**src/rtl/alu_request_sequencer.sv**
```systemverilog
// Initiator front end for the ALU top level: buffers tagged requests in a FIFO,
// drives one ALU operation at a time, and returns the fixed-latency result.
module alu_request_sequencer #(
  parameter int DEPTH   = 4,
  parameter int LATENCY = 2
) (
  input  logic        Clk,
  input  logic        reset,
  input  logic        req_valid,
  output logic        req_ready,
  input  logic        req_mode,
  input  logic [4:0]  req_number1,
  input  logic [4:0]  req_number2,
  input  logic [5:0]  req_operator,
  input  logic [3:0]  req_tag,
  output logic        alu_mode,
  output logic [4:0]  alu_number1,
  output logic [4:0]  alu_number2,
  output logic [5:0]  alu_operator_mode,
  input  logic [31:0] alu_output_num,
  input  logic        alu_balance,
  input  logic        alu_equality,
  output logic        rsp_valid,
  input  logic        rsp_ready,
  output logic [31:0] rsp_data,
  output logic        rsp_balance,
  output logic        rsp_equality,
  output logic [3:0]  rsp_tag,
  output logic        busy,
  output logic [15:0] rsp_count
);
  localparam int AW = $clog2(DEPTH);
  localparam int CW = $clog2(LATENCY + 1);
  localparam int EW = 21;

  localparam logic [1:0] S_IDLE = 2'd0;
  localparam logic [1:0] S_WAIT = 2'd1;
  localparam logic [1:0] S_RESP = 2'd2;

  logic [EW-1:0] fifo_mem [DEPTH];
  logic [AW:0]   wr_ptr;
  logic [AW:0]   rd_ptr;
  logic          fifo_empty;
  logic          fifo_full;
  logic          push;
  logic          pop;
  logic [EW-1:0] head;
  logic [1:0]    state;
  logic [CW-1:0] cnt;
  logic [3:0]    tag_q;

  // Extra pointer bit distinguishes full from empty when the indices match.
  assign fifo_empty = (wr_ptr == rd_ptr);
  assign fifo_full  = (wr_ptr[AW] != rd_ptr[AW]) && (wr_ptr[AW-1:0] == rd_ptr[AW-1:0]);

  assign req_ready = !fifo_full && !reset;
  assign push      = req_valid && req_ready;
  assign pop       = (state == S_IDLE) && !fifo_empty;
  assign head      = fifo_mem[rd_ptr[AW-1:0]];
  assign busy      = (state != S_IDLE) || !fifo_empty;

  always_ff @(posedge Clk) begin
    if (push) begin
      fifo_mem[wr_ptr[AW-1:0]] <= {req_mode, req_number1, req_number2, req_operator, req_tag};
    end
  end

  always_ff @(posedge Clk) begin
    if (reset) begin
      wr_ptr            <= '0;
      rd_ptr            <= '0;
      state             <= S_IDLE;
      cnt               <= '0;
      tag_q             <= '0;
      alu_mode          <= 1'b0;
      alu_number1       <= '0;
      alu_number2       <= '0;
      alu_operator_mode <= '0;
      rsp_valid         <= 1'b0;
      rsp_data          <= '0;
      rsp_balance       <= 1'b0;
      rsp_equality      <= 1'b0;
      rsp_tag           <= '0;
      rsp_count         <= '0;
    end else begin
      if (push) begin
        wr_ptr <= wr_ptr + (AW+1)'(1);
      end
      case (state)
        S_IDLE: begin
          if (pop) begin
            rd_ptr            <= rd_ptr + (AW+1)'(1);
            {alu_mode, alu_number1, alu_number2, alu_operator_mode, tag_q} <= head;
            cnt               <= CW'(LATENCY);
            state             <= S_WAIT;
          end
        end
        S_WAIT: begin
          // Result is sampled one edge after it has settled at the ALU outputs.
          if (cnt == '0) begin
            rsp_data     <= alu_output_num;
            rsp_balance  <= alu_balance;
            rsp_equality <= alu_equality;
            rsp_tag      <= tag_q;
            rsp_valid    <= 1'b1;
            state        <= S_RESP;
          end else begin
            cnt <= cnt - CW'(1);
          end
        end
        S_RESP: begin
          if (rsp_ready) begin
            rsp_valid <= 1'b0;
            rsp_count <= rsp_count + 16'd1;
            state     <= S_IDLE;
          end
        end
        default: state <= S_IDLE;
      endcase
    end
  end
endmodule

```
**config.mk**
```make
export PLATFORM = sky130hd
export DESIGN_NAME = alu_request_sequencer
export DESIGN_NICKNAME = d
export VERILOG_FILES = /design/src/rtl/alu_request_sequencer.sv
export SDC_FILE = /design/constraint.sdc
export NUM_CORES = 1
export LEC_CHECK = 0
export BUFFER_PORTS_ARGS = -buffer_cell sky130_fd_sc_hd__buf_2
export CORE_UTILIZATION = 58
export CTS_CLUSTER_DIAMETER = 40
export DETAILED_ROUTE_END_ITERATION = 8
export PLACE_DENSITY = 0.93
export SLEW_MARGIN = 20
export SYNTH_ARGS = -nofsm -noshare
export SYNTH_HDL_FRONTEND = slang
export SYNTH_SLANG_ARGS = --single-unit
```
**constraint.sdc**
```tcl
create_clock -name Clk -period 5.9 [get_ports Clk]
set_input_delay 1.475 -clock Clk [delete_from_list [all_inputs] [get_ports Clk]]
set_output_delay 1.475 -clock Clk [all_outputs]
set_load 0.01 [all_outputs]
```
==> Implementation_results.wiki <==
{| class="wikitable"
! Metric !! Value
|-
| Outcome || completed
|-
| DRC marker count from the first detailed-route iteration || 372
|-
| Final Cycle Share || roughly 60%
|-
| Reg-to-reg endpoint || fifo_mem[1][0]
|-
| # resized after CTS || 0
|-
| Worst EP arrival || slightly above 2 ns
|-
| Pin count of the biggest net entering global routing || 92
|-
| Logic depth of the worst register-to-register path || 4
|-
| Average detailed-routed wire length per instance || 16.3 um
|-
| Share of synthesized area occupied by flip-flops and latches || 66.2%
|-
| Number of max-slew violations in the final report || 0
|-
| Cell at the root of the clock tree || clkbuf_8
|-
| Number of synthesized register bits || 170
|-
| Reg-to-Reg Start || rd_ptr[0]
|-
| WP data required || about 4.4 ns
|-
| CTS tree || yes
|-
| Input/output buffers || 132
|-
| Clock latency at the later pin of the worst-skew pair || 0.52 ns
|-
| Worst VDD drop || 312 uV
|-
| Crit path max-delay family || flip-flops
|-
| Maximum single-stage delay on the critical path || 0.90 ns
|-
| Commonest non-fill, non-tap cell in the layout || buf_2
|-
| Post-synth EDFFs || 84
|-
| Antenna Cells || 0
|-
| Overall power consumption || ~3.4 mW
|-
| DIE WIDTH || 107 um
|-
| Overall die area || 11,500 um2
|-
| Clock buffers created by TritonCTS || 17
|-
| Setup repair bufs after CTS || 0
|-
| Syn_area_per_cell || around 12 um2
|-
| Routability cong. || about 0.8
|-
| RSZ-0062 raised after global routing || false
|-
| First-pass iteration count of the detailed router || 5
|-
| Slew at the pin with the worst max-slew slack || 1.05 ns
|-
| Global route overflow || 0
|-
| Critical-path cell with the highest stage delay || dfxtp_2
|-
| Highest attainable clock frequency || 283 MHz
|-
| Number of vias after detailed routing || 4,351
|-
| Cell area after synthesis || between 6000 and 7000 um2
|-
| Final-layout setup total negative slack || 0 ns
|-
| Proportion of layout cells with a drive suffix above 1 || 29.9%
|-
| Type of the worst setup path || reg2out
|-
| Final hold viol count || 0
|-
| Die Span Y || 107 um
|-
| Fin Clk Skew || between 0.005 and 0.006 ns
|-
| Sum of routed wire length over all layers || 13.0 mm
|-
| CTS H-tree depth || 4
|-
| Hold Path End || rsp_tag[1]
|-
| Number of buffers on the longest clock path || 2
|-
| Cell chain of the critical path || xnor2_2 > a31oi_1 > buf_2
|-
| Global-route wire length before repair || 19.9 mm
|-
| Total of endpoints with negative setup slack in the final report || 0
|-
| Maximum capacitance violations || 0
|-
| Min Clock Period, post-route || roughly 3.5 ns
|-
| Power density over cell area || 443 nW/um2
|-
| Number of antenna violations at the first check in global routing || 0
|-
| Via count normalized by instance count || 5.45
|-
| HPWL reported at the end of detailed placement || 8.41 mm
|-
| Startpoint of the lowest-slack hold path || rsp_tag[1]
|-
| Final-stage net count || 712
|-
| Max transition margin || 30.3%
|-
| Post-detailed-route DRC marker count || 0
|-
| Number of nets still failing antenna checks after routing || 0
|-
| Main flop type after synthesis || dfxtp_1
|-
| I/O pin count || 133
|-
| Number of warnings printed during yosys synthesis || 0
|-
| Worst hold path stage count || 2
|-
| Leakage power total || approximately 3.0 nW
|-
| Starting Density || about three fifths
|-
| Count of hold buffers inserted by post-cts repair || 0
|-
| Most frequent cells in the layout || buf_2 (132), nand2_1 (125), dfxtp_1 (84), edfxtp_1 (84), a21oi_1 (67)
|-
| Number of buffer and inverter stages on the critical path || 1
|-
| Core footprint || 10,800 um2
|-
| Synthesized instance count || 522
|-
| Hold/Removal Path Class || reg2reg
|-
| Area growth from synthesis to final layout || 20.9%
|-
| All-layer global routing usage || 23.4%
|-
| Final-layout fill cell count || 713
|-
| Type of origin of the critical path || flop
|-
| Number of clock sinks || 170
|-
| Synthesized net count || about 600
|-
| Worst Path Max Fanout || 24
|-
| Worst Setup End Kind || primary output
|-
| Clk slew on worst S/H paths || around 0.07 ns
|-
| Reg-to-reg setup timing slack || 2.94 ns
|-
| Row cnt || 38
|-
| Number of global-route vias before repair || 4,138
|-
| Yosys cell types || 37
|-
| Async set or reset register ratio after synthesis || 0%
|}
-- cells by family after synthesis --
family,share of synthesized area [%]
buffers and inverters,2.46
multiplexers,8.21
AO/OA/AOI/OAI,6.85
adder cells (fa/ha/maj),1.37
AND/OR/NAND/NOR,12.7
XOR/XNOR,2.28
flip-flops,66.2
-- metrics by stage --
stage          worst slack [ns]  instances  hold slack [ns]  area (um2)  utilization, %
3_5_place_dp               2.31        766            0.448        7150            66.2
5_1_grt                    2.18        799            0.470        7760            71.9
2_1_floorplan              2.31        522            0.432        6410               -
4_1_cts                    2.09        798            0.457        7740            71.7
3_3_place_gp               2.45        765            0.440        7130            66.1
6_report                   2.37        799            0.454        7760            71.9
-- registers in the layout, indices dropped and copies added (netlist names) --
register	count
fifo_mem	84
state	2
rsp_count	16
rd_ptr	3
tag_q	4
alu_number1	5
alu_operator_mode	6
rsp_valid	1
wr_ptr	3
rsp_balance	1
alu_number2	5
rsp_equality	1
alu_mode	1
rsp_tag	4
cnt	2
rsp_data	32
-- metal layers --
metal  up-vias  wire [um]  track usage [%]
met5         -          0                0
met4         0        167             9.69
met3        15        779             6.02
met2       163       6820             40.3
met1      2087       5230             28.0
li1       2086          -                -
-- worst register-to-register path, cell delays in order, from the launching register on --
cell and delay (ns):
dfxtp_2 0.90, xnor2_2 0.28, a31o_2 0.35, nor2_1 0.19
and2_1 0.86
-- cell usage after synthesis, drive strengths merged (3+ instances only) --
cell	count	area (um2)
mux4	21	473
nand2	126	473
nand4	4	25.0
mux2	3	33.8
edfxtp	84	2520
o21ai	6	30.0
xor2	5	43.8
inv	8	30.0
a21oi	67	335
and2	6	37.5
or3	5	31.3
nor2	22	82.6
dfxtp	86	1720
nor2b	4	25.0
buf	14	67.6
nand3	7	35.0
ha	7	87.6
xnor2	10	103
clkbuf	16	60.1
-- layout make-up --
type | count | area, um2 | share of cell area [%]
sequential | 170 | 4250 | 54.7
inverter | 8 | 30.0 | 0.387
clock inverter | 14 | 173 | 2.23
tap | 140 | 175 | 2.26
multi-input combinational | 314 | 2020 | 26.0
timing repair buffer | 135 | 698 | 9.00
clock buffer | 18 | 418 | 5.39
-- how the worst max path moves through the flow --
stage,start,to,slack (ns),cells past startpoint
2_1_floorplan,reset,req_ready,2.31,3
3_3_place_gp,reset,fifo_mem[1][15],2.45,4
3_5_place_dp,reset,fifo_mem[2][18],2.31,4
4_1_cts,rd_ptr[1],req_ready,2.09,3
5_1_grt,rd_ptr[0],req_ready,2.18,3
6_report,rd_ptr[0],req_ready,2.37,3
-- report_power, final --
group,switching [mW],internal (mW),total (mW)
Combinational,0.461,0.343,0.804
Sequential,0.143,1.40,1.54
Clock,0.444,0.647,1.09
Total,1.05,2.39,3.44
Note: power is estimated with default switching activity, not from simulation.
